===== src/rtl/bcd_pkg.sv =====
// Shared types, constants and helpers for the sequential binary-to-BCD converter.
package bcd_pkg;

    typedef logic [3:0] bcd_digit_t;

    typedef enum logic [0:0] {
        IDLE  = 1'b0,
        SHIFT = 1'b1
    } conv_state_t;

    // A digit at or above the threshold would overflow 9 after the next doubling.
    localparam bcd_digit_t ADJ_THRESH = 4'd5;
    localparam bcd_digit_t ADJ_ADD    = 4'd3;

    // Number of decimal digits required to hold 2**bin_w - 1.
    function automatic int bcd_digits_needed(input int bin_w);
        longint unsigned max_v;
        int              n;
        max_v = (64'd1 << bin_w) - 64'd1;
        n     = 1;
        while (max_v >= 64'd10) begin
            max_v = max_v / 64'd10;
            n     = n + 1;
        end
        return n;
    endfunction

endpackage


===== src/rtl/bcd_digit_adj.sv =====
// One BCD digit's pre-shift correction: add 3 when the digit is 5 or more.
// The add is a plain 4-bit add; no carry leaves the digit.
module bcd_digit_adj
    import bcd_pkg::*;
(
    input  bcd_digit_t digit_in,
    output bcd_digit_t digit_out
);

    // Correct the digit so that the following left shift lands on a valid BCD value.
    always_comb begin
        digit_out = digit_in;
        if (digit_in >= ADJ_THRESH) begin
            digit_out = digit_in + ADJ_ADD;
        end
    end

endmodule


===== src/rtl/bin2bcd_seq.sv =====
// Iterative double-dabble binary-to-BCD converter, one bit per clock.
// A conversion takes BIN_W cycles; bcd_out is registered and only changes on
// the completion edge, so downstream digit decoders never see partial results.
// Optional feature: define BCD_BLANK_EN to add the blank_mask output, which
// flags leading-zero digits (digit 0 is never blanked).
//
// Handshake: start is sampled only while idle (busy low); start while busy is
// dropped. done pulses for one cycle when bcd_out takes the new result, and a
// start in that same cycle is accepted, giving back-to-back conversions.
module bin2bcd_seq
    import bcd_pkg::*;
#(
    parameter int BIN_W  = 10,
    parameter int DIGITS = 4
) (
    input  logic                  clk,
    input  logic                  reset,
    input  logic                  start,
    input  logic [BIN_W-1:0]      bin_in,
    output logic                  busy,
    output logic                  done,
    output logic [4*DIGITS-1:0]   bcd_out
`ifdef BCD_BLANK_EN
    ,
    output logic [DIGITS-1:0]     blank_mask
`endif
);

    localparam int CNT_W = $clog2(BIN_W + 1);
    localparam int SCR_W = 4 * DIGITS;
    localparam int TOT_W = SCR_W + BIN_W;

    // The largest input must fit in the configured digit count.
    if (bcd_digits_needed(BIN_W) > DIGITS) begin : g_digits_check
        $error("bin2bcd_seq: DIGITS too small for BIN_W");
    end

    conv_state_t        state_q, state_d;
    logic [BIN_W-1:0]   bin_q, bin_d;
    logic [SCR_W-1:0]   scratch_q, scratch_d;
    logic [CNT_W-1:0]   count_q, count_d;
    logic               busy_q, busy_d;
    logic               done_q, done_d;
    logic [SCR_W-1:0]   bcd_q, bcd_d;

    logic [SCR_W-1:0]   scratch_adj;
    logic [TOT_W-1:0]   shifted;

    for (genvar k = 0; k < DIGITS; k++) begin : g_adj
        bcd_digit_adj u_adj (
            .digit_in  (scratch_q[4*k +: 4]),
            .digit_out (scratch_adj[4*k +: 4])
        );
    end

    assign shifted = {scratch_adj, bin_q} << 1;

`ifdef BCD_BLANK_EN
    localparam logic [DIGITS-1:0] BLANK_RST = ~(DIGITS'(1));

    logic [DIGITS-1:0] blank_q, blank_d, blank_next;
    logic              all_zero;

    // A digit is blank when it and every digit above it are zero; digit 0 never is.
    always_comb begin
        blank_next = '0;
        all_zero   = 1'b1;
        for (int k = DIGITS - 1; k >= 1; k--) begin
            all_zero      = all_zero && (shifted[BIN_W + 4*k +: 4] == 4'd0);
            blank_next[k] = all_zero;
        end
    end
`endif

    // Next-state and datapath control for the IDLE/SHIFT sequencer.
    always_comb begin
        state_d   = state_q;
        bin_d     = bin_q;
        scratch_d = scratch_q;
        count_d   = count_q;
        busy_d    = busy_q;
        done_d    = 1'b0;
        bcd_d     = bcd_q;
`ifdef BCD_BLANK_EN
        blank_d   = blank_q;
`endif
        case (state_q)
            IDLE: begin
                if (start) begin
                    bin_d     = bin_in;
                    scratch_d = '0;
                    count_d   = CNT_W'(BIN_W);
                    busy_d    = 1'b1;
                    state_d   = SHIFT;
                end
            end
            SHIFT: begin
                scratch_d = shifted[TOT_W-1:BIN_W];
                bin_d     = shifted[BIN_W-1:0];
                count_d   = count_q - CNT_W'(1);
                if (count_q == CNT_W'(1)) begin
                    bcd_d   = shifted[TOT_W-1:BIN_W];
                    done_d  = 1'b1;
                    busy_d  = 1'b0;
                    state_d = IDLE;
`ifdef BCD_BLANK_EN
                    blank_d = blank_next;
`endif
                end
            end
            default: begin
                state_d = IDLE;
                busy_d  = 1'b0;
            end
        endcase
    end

    // State and datapath registers; reset aborts any conversion in flight.
    always_ff @(posedge clk or posedge reset) begin
        if (reset) begin
            state_q   <= IDLE;
            bin_q     <= '0;
            scratch_q <= '0;
            count_q   <= '0;
            busy_q    <= 1'b0;
            done_q    <= 1'b0;
            bcd_q     <= '0;
`ifdef BCD_BLANK_EN
            blank_q   <= BLANK_RST;
`endif
        end else begin
            state_q   <= state_d;
            bin_q     <= bin_d;
            scratch_q <= scratch_d;
            count_q   <= count_d;
            busy_q    <= busy_d;
            done_q    <= done_d;
            bcd_q     <= bcd_d;
`ifdef BCD_BLANK_EN
            blank_q   <= blank_d;
`endif
        end
    end

    assign busy    = busy_q;
    assign done    = done_q;
    assign bcd_out = bcd_q;
`ifdef BCD_BLANK_EN
    assign blank_mask = blank_q;
`endif

endmodule

===== config.mk =====
export PLATFORM = sky130hd
export DESIGN_NAME = bin2bcd_seq
export DESIGN_NICKNAME = d
export VERILOG_FILES = /design/src/rtl/bcd_pkg.sv /design/src/rtl/bcd_digit_adj.sv /design/src/rtl/bin2bcd_seq.sv
export SDC_FILE = /design/constraint.sdc
export NUM_CORES = 1
export LEC_CHECK = 0
export BUFFER_PORTS_ARGS = -buffer_cell sky130_fd_sc_hd__buf_2
export CAP_MARGIN = 20
export CORE_ASPECT_RATIO = 2
export CORE_MARGIN = 2
export CORE_UTILIZATION = 40
export DETAILED_ROUTE_END_ITERATION = 8
export GPL_ROUTABILITY_DRIVEN = 0
export PLACE_DENSITY = 0.66
export SETUP_SLACK_MARGIN = 0.15
export SLEW_MARGIN = 0
export SYNTH_ARGS = -nofsm -noshare
export SYNTH_HDL_FRONTEND = slang
export SYNTH_SLANG_ARGS = --single-unit

===== constraint.sdc =====
create_clock -name clk -period 1.73 [get_ports clk]
set_clock_uncertainty 0.1 [all_clocks]
set_input_delay 0.2595 -clock clk [delete_from_list [all_inputs] [get_ports clk]]
set_output_delay 0.2595 -clock clk [all_outputs]
set_load 0.02 [all_outputs]

---- Word level (Yosys, flattened, before mapping) ----
Index checks and enable logic that the tools add are counted.
W data, S select, Z words.
storage, ports and cells
  output and inout bits ................... 18
  logic and storage cells ................. 40
  register bits after elaboration ......... 49
operators by class
  bitwise gates (word level) .............. 1
  reductions and logical operators ........ 2
  $lt $le $gt $ge ......................... 4
  equality and inequality tests ........... 3
  muxes and demuxes ....................... 18
  add/subtract/negate cells ............... 5
operators with widths
  cell                   number
  $pmux W16 S2           1
  $pmux W10 S2           1
  $ge A4 B3 Y1 const B   4
  $mux W16               1
  $mux W4                4
  $add A4 B2 Y4 const B  3
  $mux W10               1
  $pmux W4 S2            1
  $mux W1                6
  $eq A4 B1 Y1 const B   1
  $pmux W1 S2            2
  $reduce_and A2 Y1      2
  $sub A4 B1 Y4 const B  1
  $add A3 B2 Y3 const B  1
  $mux W3                1
  $ne A2 B1 Y1 const B   1
  $ne A2 B2 Y1 const B   1
  $not A1 Y1             1

---- Longest topological paths before layout ----
Gate-level depths: netlist of run 1.
  depth in word-level cells ............... 3
  depth in mapped cells ................... 7

---- Modules after synthesis ----
A second synthesis of run 1 with hierarchy kept.
second synthesis, totals
  cell total of the unflattened synthesis .. 208
  area total of the unflattened synthesis .. 2406.1 µm²
by module, submodules not included
  module         cells each  area an instance (µm²)  times used
  bin2bcd_seq    144         2000.7                  1
  bcd_digit_adj  16          101.3                   4

---- Least setup slack after synthesis of run 1 ----
Ideal clock, no wire load.
  kind .................................... flip-flop to flip-flop
  start point ............................. register count_q[1]
  end point ............................... register bcd_q[1], in the netlist bcd_out[1]
  arrival time ............................ 1428 ps
  buffers on the path ..................... 2
  path slack .............................. 70 ps
  clock period less this slack ............ 1660 ps
  stages on the path, launching flop included .. 8
  cell sequence ........................... dfrtp_1 inv_1 ha_1 or4b_4 buf_6 buf_2 nand2_1 o21ai_1
between the ends
  cells in the longest elaborated chain, start to end .. 2
RTL lines
  item                                line                RTL
  start, declared                     bin2bcd_seq.sv:41   logic [CNT_W-1:0] count_q, count_d;
  start signal, assigned              bin2bcd_seq.sv:135  count_q <= count_d;
  $eq A4 B1 Y1                        bin2bcd_seq.sv:101  if (count_q == CNT_W'(1)) begin
  $reduce_and A2 Y1 (no source line)  --
  end signal, assigned                bin2bcd_seq.sv:127  bcd_q <= '0;
  end signal, assigned                bin2bcd_seq.sv:138  bcd_q <= bcd_d;
  end, declared                       bin2bcd_seq.sv:44   logic [SCR_W-1:0] bcd_q, bcd_d;
No other way between the ends.
A chain may end at the register's enable or synchronous reset.

---- Worst setup path in the final report of run 1 ----
  start point ............................. register count_q[1]
  end point ............................... register bcd_q[6], in the netlist bcd_out[6]
The elaborated chain is that of the path after synthesis.

==> summary.md, run 1 <==
| Metric | Value |
|---|---|
| Number of synthesized flops with an enable pin | `0` |
| DR DRC count | `0` |
| CTS tree | `built` |
| Die Width | `57.5 um` |
| N_diodes | `0` |
| Final Max Tran Viols | `0` |
| VDD IR-drop max | `1270 uV` |
| Layout cells sized above 1 | `43.0%` |
| H-tree depth | `2` |
| Core area | `5610 sq um` |
| Fin crit period | `1.66 ns` |
| Clk sinks | `49` |
| Final net count | `306` |
| Drt initial violations | `57` |
| Placed Cells | `318` |
| Warning count from the yosys run | `0` |
| Pwr Density | `2070 nW/um^2` |
| Hold Slack | `0.130 ns` |
| Hold Path Class | `input port to flop` |
| Overall Global Routing Usage | `16.0%` |
| Die Area | `6380 sq um` |
| Clock transition at path regs | `0.07 ns` |
| Crit start category | `flop` |
| Number of global-route vias before repair | `1,776` |
| Crit Reg-Reg Endpoint | `bcd_out[6]` |
| DRT Pass-1 Iters | `4` |
| Total grt overflow | `0` |
| Yosys cell types | `28` |
| Setup Crit Path Kind | `flop to flop` |
| Hold_sp | `bin_in[0]` |
| Syn Inst Count | `231` |
| CTS Buf Count | `5` |
| Finish-stage setup viols | `0` |
| Total Wirelength | `5170 um` |
| Worst Reg-to-Reg Cells | `6` |
| Most frequent cells in the layout | `dfrtp_1, nand2_1, buf_2, buf_4, o21ai_0` |
| Setup_tns | `0 ns` |
| Sequential cell area | `1230 sq um` |
| Max-cap violation count | `0` |
| Final core occ | `56.1%` |
| Pin count of the biggest net entering global routing | `50` |
| Seq/Total Area, Yosys | `53.6%` |
| CTS root buf | `clkbuf_16` |
| # IOs | `31` |
| Worst EP required | `1.81 ns` |
| Fillers | `472` |
| Leakage | `1.46 nW` |
| Slew Limit Headroom | `72.3%` |
| Final Hold Violating Endpoints | `0` |
| Hold EP | `bin_q[0]` |
| R2R Path Start | `count_q[1]` |
| Port-buffer cells | `30` |
| Slack of the worst reg-to-reg path | `0.07 ns` |
| Vias per cell | `5.34` |
| Die height | `111 um` |
| Mean post-synth cell area | `9.90 sq um` |
| First-pass GRT wire length | `8190 um` |
| Maximum fanout along the worst path | `8` |
| Mapped Area | `2290 sq um` |
| Synth Register Bits | `49` |
| Asr flop ratio synth | `100%` |
| Hpwl dp | `3020 um` |
| Slew @ Worst Pin | `0.415 ns` |
| Post-route cell area | `3150 sq um` |
| WHS Path Cells | `3` |
| DRT antenna net count | `0` |
| Longest Clk Path Bufs | `2` |
| Commonest non-fill, non-tap cell in the layout | `dfrtp_1` |
| Placed cell area | `2540 sq um` |
| Critical path data arrival time | `1.74 ns` |
| Vias | `1,842` |
| Final worst-path cycle share | `95.8%` |
| Initial Utilization | `40.8%` |
| Antenna violations before repair | `0` |
| Critical path endpoint category | `flop` |
| Worst-skew pair later-pin latency | `0.28 ns` |
| Area occupied by multi-input gates | `1210 sq um` |
| Core Rows | `39` |
| RSZ-0062 raised after global routing | `yes` |
| Highest clock rate | `603 MHz` |
| Routed WL per cell | `15.0 um` |
| Ys flop type | `dfrtp_1` |
| Post-Synthesis Net Count | `254` |
| Layout area overhead | `37.6%` |
| Status | `complete, no violations` |
| Final std cells w/o fill | `345` |
[synthesized netlist by cell type, types with 2 or more instances]
cell type / n / area share (%)
a21oi_1: 13 / 2.8
buf_1: 2 / 0.33
buf_2: 2 / 0.44
clkbuf_1: 7 / 1.1
dfrtp_1: 49 / 54
ha_1: 10 / 5.5
inv_1: 13 / 2.1
mux2_2: 3 / 1.5
mux2i_1: 10 / 4.4
nand2_1: 44 / 7.2
nand2b_1: 4 / 1.1
nand3_1: 2 / 0.44
nor2_1: 6 / 0.98
nor3_1: 2 / 0.44
nor3b_1: 6 / 2.0
o21ai_0: 19 / 4.2
o21ai_1: 9 / 2.0
o22ai_1: 14 / 3.8
or3_1: 3 / 0.82
xnor2_1: 5 / 1.9
[where the power goes]
group / switching [mW] / internal [mW]
clock: 0.411 / 0.723
sequential: 0.426 / 1.64
combinational: 1.66 / 1.64
[flip-flops by register name, summed over array words and instances, names as in the netlist]
| name | cells |
|---|---|
| bin_q | 10 |
| busy | 1 |
| bcd_out | 16 |
| done | 1 |
| state_q | 1 |
| scratch_q | 16 |
| count_q | 4 |
[worst max path at each step]
stage / from / to / slack, ns / depth (start not counted)
after floorplan: count_q[1] / bcd_out[1] / 0.12 / 7
after global placement: scratch_q[0] / scratch_q[2] / 0.08 / 6
after detailed placement: scratch_q[0] / scratch_q[2] / 0.05 / 6
after CTS: scratch_q[0] / scratch_q[2] / 0.11 / 5
after global routing: count_q[1] / bcd_out[4] / 0.03 / 6
final: count_q[1] / bcd_out[6] / 0.07 / 6
[layout make-up]
| cell class | count | share of cell area [%] |
|---|---|---|
| sequential | 49 | 39.0 |
| inverter | 14 | 1.75 |
| timing repair buffer | 57 | 13.0 |
| tap | 61 | 2.43 |
| clock buffer | 7 | 4.53 |
| clock inverter | 1 | 0.954 |
| multi-input combinational | 156 | 38.4 |
[logic make-up after synthesis]
kind of cell               synth area share [%]
and+or+nand+nor                            13.6
AOI/OAI and AO/OA                          14.9
DFF                                        53.6
buffers and inverters                      4.70
muxes                                      5.85
adders and majority gates                  5.47
xor gates and xnor gates                   1.91
[timing repair]
item | 4_1_cts | 5_1_grt
endpoints found under the setup margin | 21 | 26
cloned | 1 | 1
hold buffers | 1 | 0
gates resized for setup | 19 | 55
setup buffers | 8 | 8
pin swaps | 4 | 16
endpoints found under the hold margin | 49 | 0
[stage by stage]
stage	power, mW	setup WS [ns]
2_1_floorplan	3.65	0.117
3_3_place_gp	4.14	0.0804
3_5_place_dp	4.27	0.0486
4_1_cts	5.70	0.114
5_1_grt	6.95	0.0326
6_report	6.50	0.0721
[layer usage]
metal  part of all wire, %  GRT usage [%]  up-vias
li1                      -              -      892
met1                    43           20.9      902
met2                    53           25.6       41
met3                   3.1           3.62        7
met4                   1.5           5.58        0
met5                     0              0        -
[worst max-delay path, cell delays in order (launching register included)]
cell,delay [ns]
dfrtp_1,0.38
inv_2,0.08
ha_4,0.12
or4b_4,0.57
buf_12,0.19
nand2_1,0.06
o21ai_1,0.05
Power figures use the tool's default switching activity.
==> run 2, diff against run 1 <==
--- a/config.mk
+++ b/config.mk
@@ -12,7 +12,7 @@
 export CORE_UTILIZATION = 40
 export DETAILED_ROUTE_END_ITERATION = 8
 export GPL_ROUTABILITY_DRIVEN = 0
-export PLACE_DENSITY = 0.66
+export PLACE_DENSITY = 0.64
 export SETUP_SLACK_MARGIN = 0.15
 export SLEW_MARGIN = 0
 export SYNTH_ARGS = -nofsm -noshare
==> constraint.sdc (replaced) <==
create_clock -name clk -period 1.85 [get_ports clk]
set_clock_uncertainty 0.1 [all_clocks]
set_input_delay 0.2775 -clock clk [delete_from_list [all_inputs] [get_ports clk]]
set_output_delay 0.2775 -clock clk [all_outputs]
set_load 0.02 [all_outputs]
==> summary.md, run 2 (same netlist as run 1, synthesis figures left out) <==
| Metric | Value |
|---|---|
| Area occupied by multi-input gates | `1030 sq um (-14%)` |
| Commonest non-fill, non-tap cell in the layout | `dfrtp_1` |
| Clk sinks | `49 (unchanged)` |
| Longest Clk Path Bufs | `2 (unchanged)` |
| Comb pwr share | `44.8% (-6.0 points)` |
| Slew Limit Headroom | `73.6% (+1.2 points)` |
| Pwr Total | `5.33 mW (-18%)` |
| Crit path max-delay family | `simple AND/OR/NAND/NOR gates` |
| Vias per cell | `5.29 (-1.0%)` |
| Hold Slack | `0.155 ns (+0.0243 ns)` |
| Final std cells w/o fill | `333 (-3.5%)` |
| Worst path max stage delay | `0.55 ns (-0.02 ns)` |
| VDD IR-drop max | `1060 uV (-16%)` |
| Die height | `111 um (unchanged)` |
| Clock transition at path regs | `0.06 ns (about the same)` |
| Port-buffer cells | `30 (unchanged)` |
| CTS Buf Count | `5 (unchanged)` |
| Fin crit period | `1.70 ns (+0.0460 ns)` |
| Sw Ratio | `38.2% (-0.21 points)` |
| Switching pwr | `2.04 mW (-19%)` |
| Hold Path Class | `input port to flop` |
| Initial Utilization | `40.8% (unchanged)` |
| DR DRC count | `0 (unchanged)` |
| Total Wirelength | `4530 um (-12%)` |
| CTS root buf | `clkbuf_16` |
| Layout area overhead | `25.8%` |
| DRT Pass-1 Iters | `4 (unchanged)` |
| Die Width | `57.5 um (unchanged)` |
| DRT antenna net count | `0 (unchanged)` |
| Maximum fanout along the worst path | `7 (-1)` |
| Final Hold Violating Endpoints | `0 (unchanged)` |
| Setup Crit Path Kind | `flop to flop` |
| Status | `complete, no violations` |
| Hpwl dp | `2970 um (-1.6%)` |
| Setup_tns | `0 ns (unchanged)` |
| Final net count | `294 (-3.9%)` |
| Slew @ Worst Pin | `0.397 ns (-0.0186 ns)` |
| Drt initial violations | `28 (-51%)` |
| H-tree depth | `2 (unchanged)` |
| Placed Cells | `316 (-0.63%)` |
| Flop pwr share | `35.6% (+3.8 points)` |
| Placed cell area | `2520 sq um (-1.0%)` |
| CP bufs+invs | `2 (unchanged)` |
| Critical path endpoint category | `flop` |
| Max-cap violation count | `0 (unchanged)` |
| Critical path data arrival time | `1.81 ns (+0.07 ns)` |
| Worst-skew pair later-pin latency | `0.29 ns (about the same)` |
| Pin count of the biggest net entering global routing | `50 (unchanged)` |
| Clock share of power | `19.6% (+2.2 points)` |
| Vias | `1,760 (-4.5%)` |
| Crit start category | `flop` |
| Routed WL per cell | `13.6 um (-9.2%)` |
| Sequential cell area | `1230 sq um (unchanged)` |
| Worst EP required | `1.95 ns (+0.14 ns)` |
| Leakage | `1.34 nW (-8.4%)` |
| Highest clock rate | `587 MHz (-2.7%)` |
| Post-route cell area | `2880 sq um (-8.6%)` |
| Die Area | `6380 sq um (unchanged)` |
| N_diodes | `0 (unchanged)` |
| CTS tree | `built` |
| Antenna violations before repair | `0 (unchanged)` |
| CP Cell Sequence | `inv_2, ha_4, or4b_4, clkinvlp_4, nor2_1, a31oi_1` |
| Final worst-path cycle share | `92.1% (-3.7 points)` |
| Internal power | `3.29 mW (-18%)` |
| Layout cells sized above 1 | `28.3% (-15 points)` |
| Final Max Tran Viols | `0 (unchanged)` |
| Core Rows | `39 (unchanged)` |
| First-pass GRT wire length | `7660 um (-6.5%)` |
| Core area | `5610 sq um (unchanged)` |
| Slack of the worst reg-to-reg path | `0.15 ns (+0.07 ns)` |
| Pwr Density | `1850 nW/um^2 (-10%)` |
| Finish-stage setup viols | `0 (unchanged)` |
| Fillers | `517 (+9.5%)` |
| Overall Global Routing Usage | `14.9% (-1.1 points)` |
| Number of global-route vias before repair | `1,711 (-3.7%)` |
| CP max stage cell | `or4b_4` |
| # IOs | `31 (unchanged)` |
| Total grt overflow | `0 (unchanged)` |
| Most frequent cells in the layout | `dfrtp_1, nand2_1, buf_2, o21ai_0, o22ai_1` |
| RSZ-0062 raised after global routing | `yes` |
## run 2: layout make-up
type	instances	area share, %
clock buffer	7	4.96
multi-input combinational	156	35.9
inverter	14	1.96
tap	61	2.65
clock inverter	1	1.04
timing repair buffer	45	10.8
sequential	49	42.6
## run 2: through the flow
| stage | worst slack, ns | util (%) |
|---|---|---|
| after floorplan | 0.190 | - |
| after detailed placement | 0.0807 | 44.8 |
| after global placement | 0.141 | 44.8 |
| final | 0.146 | 51.3 |
| after global routing | 0.0973 | 51.3 |
| after CTS | 0.111 | 48.4 |
## run 2: what timing repair did
| action | in CTS | in global routing |
|---|---|---|
| hold buffers | 1 | 0 |
| pin swaps | 1 | 5 |
| gates cloned | 0 | 1 |
| endpoints found under the setup margin | 19 | 21 |
| resized for setup | 5 | 24 |
| hold endpoints to repair | 49 | 0 |
| buffers inserted | 0 | 7 |
## run 2: metal layers
| metal | vias to the layer above | wire length (um) | share of wire [%] | global-route usage (%) |
|---|---|---|---|---|
| li1 | 875 | - | - | - |
| met1 | 847 | 1940 | 43 | 18.2 |
| met2 | 33 | 2380 | 52 | 25.4 |
| met3 | 5 | 141 | 3.1 | 2.80 |
| met4 | 0 | 73 | 1.6 | 5.12 |
| met5 | - | 0 | 0 | 0 |
## run 2: worst register-to-register path, cell delays in order, from the launching register on
cell and delay (ns):
dfrtp_1 0.40, inv_2 0.09, ha_4 0.11, or4b_4 0.55, clkinvlp_4 0.17, nor2_1 0.06
a31oi_1 0.15
## run 2: path summary, 6_finish.rpt
check / startpoint / end / cells past startpoint
min: bin_in[0] / bin_q[0] / 3
min in group asynchronous: reset / bin_q[6] / 4
max: count_q[1] / bcd_out[15] / 6
max reg2reg: count_q[1] / bcd_out[15] / 6
max in group asynchronous: reset / bcd_out[7] / 4
min reg2reg: bcd_out[0] / bcd_out[0] / 2
## run 2: power by group through the flow
stage / Clock (mW) / Sequential (mW) / Combinational, mW
after floorplan: 0 / 2.00 / 1.37
after global placement: 0 / 1.86 / 1.96
after detailed placement: 0 / 1.87 / 2.05
after CTS: 1.07 / 1.87 / 2.09
after global routing: 1.11 / 1.95 / 2.67
final: 1.04 / 1.90 / 2.38
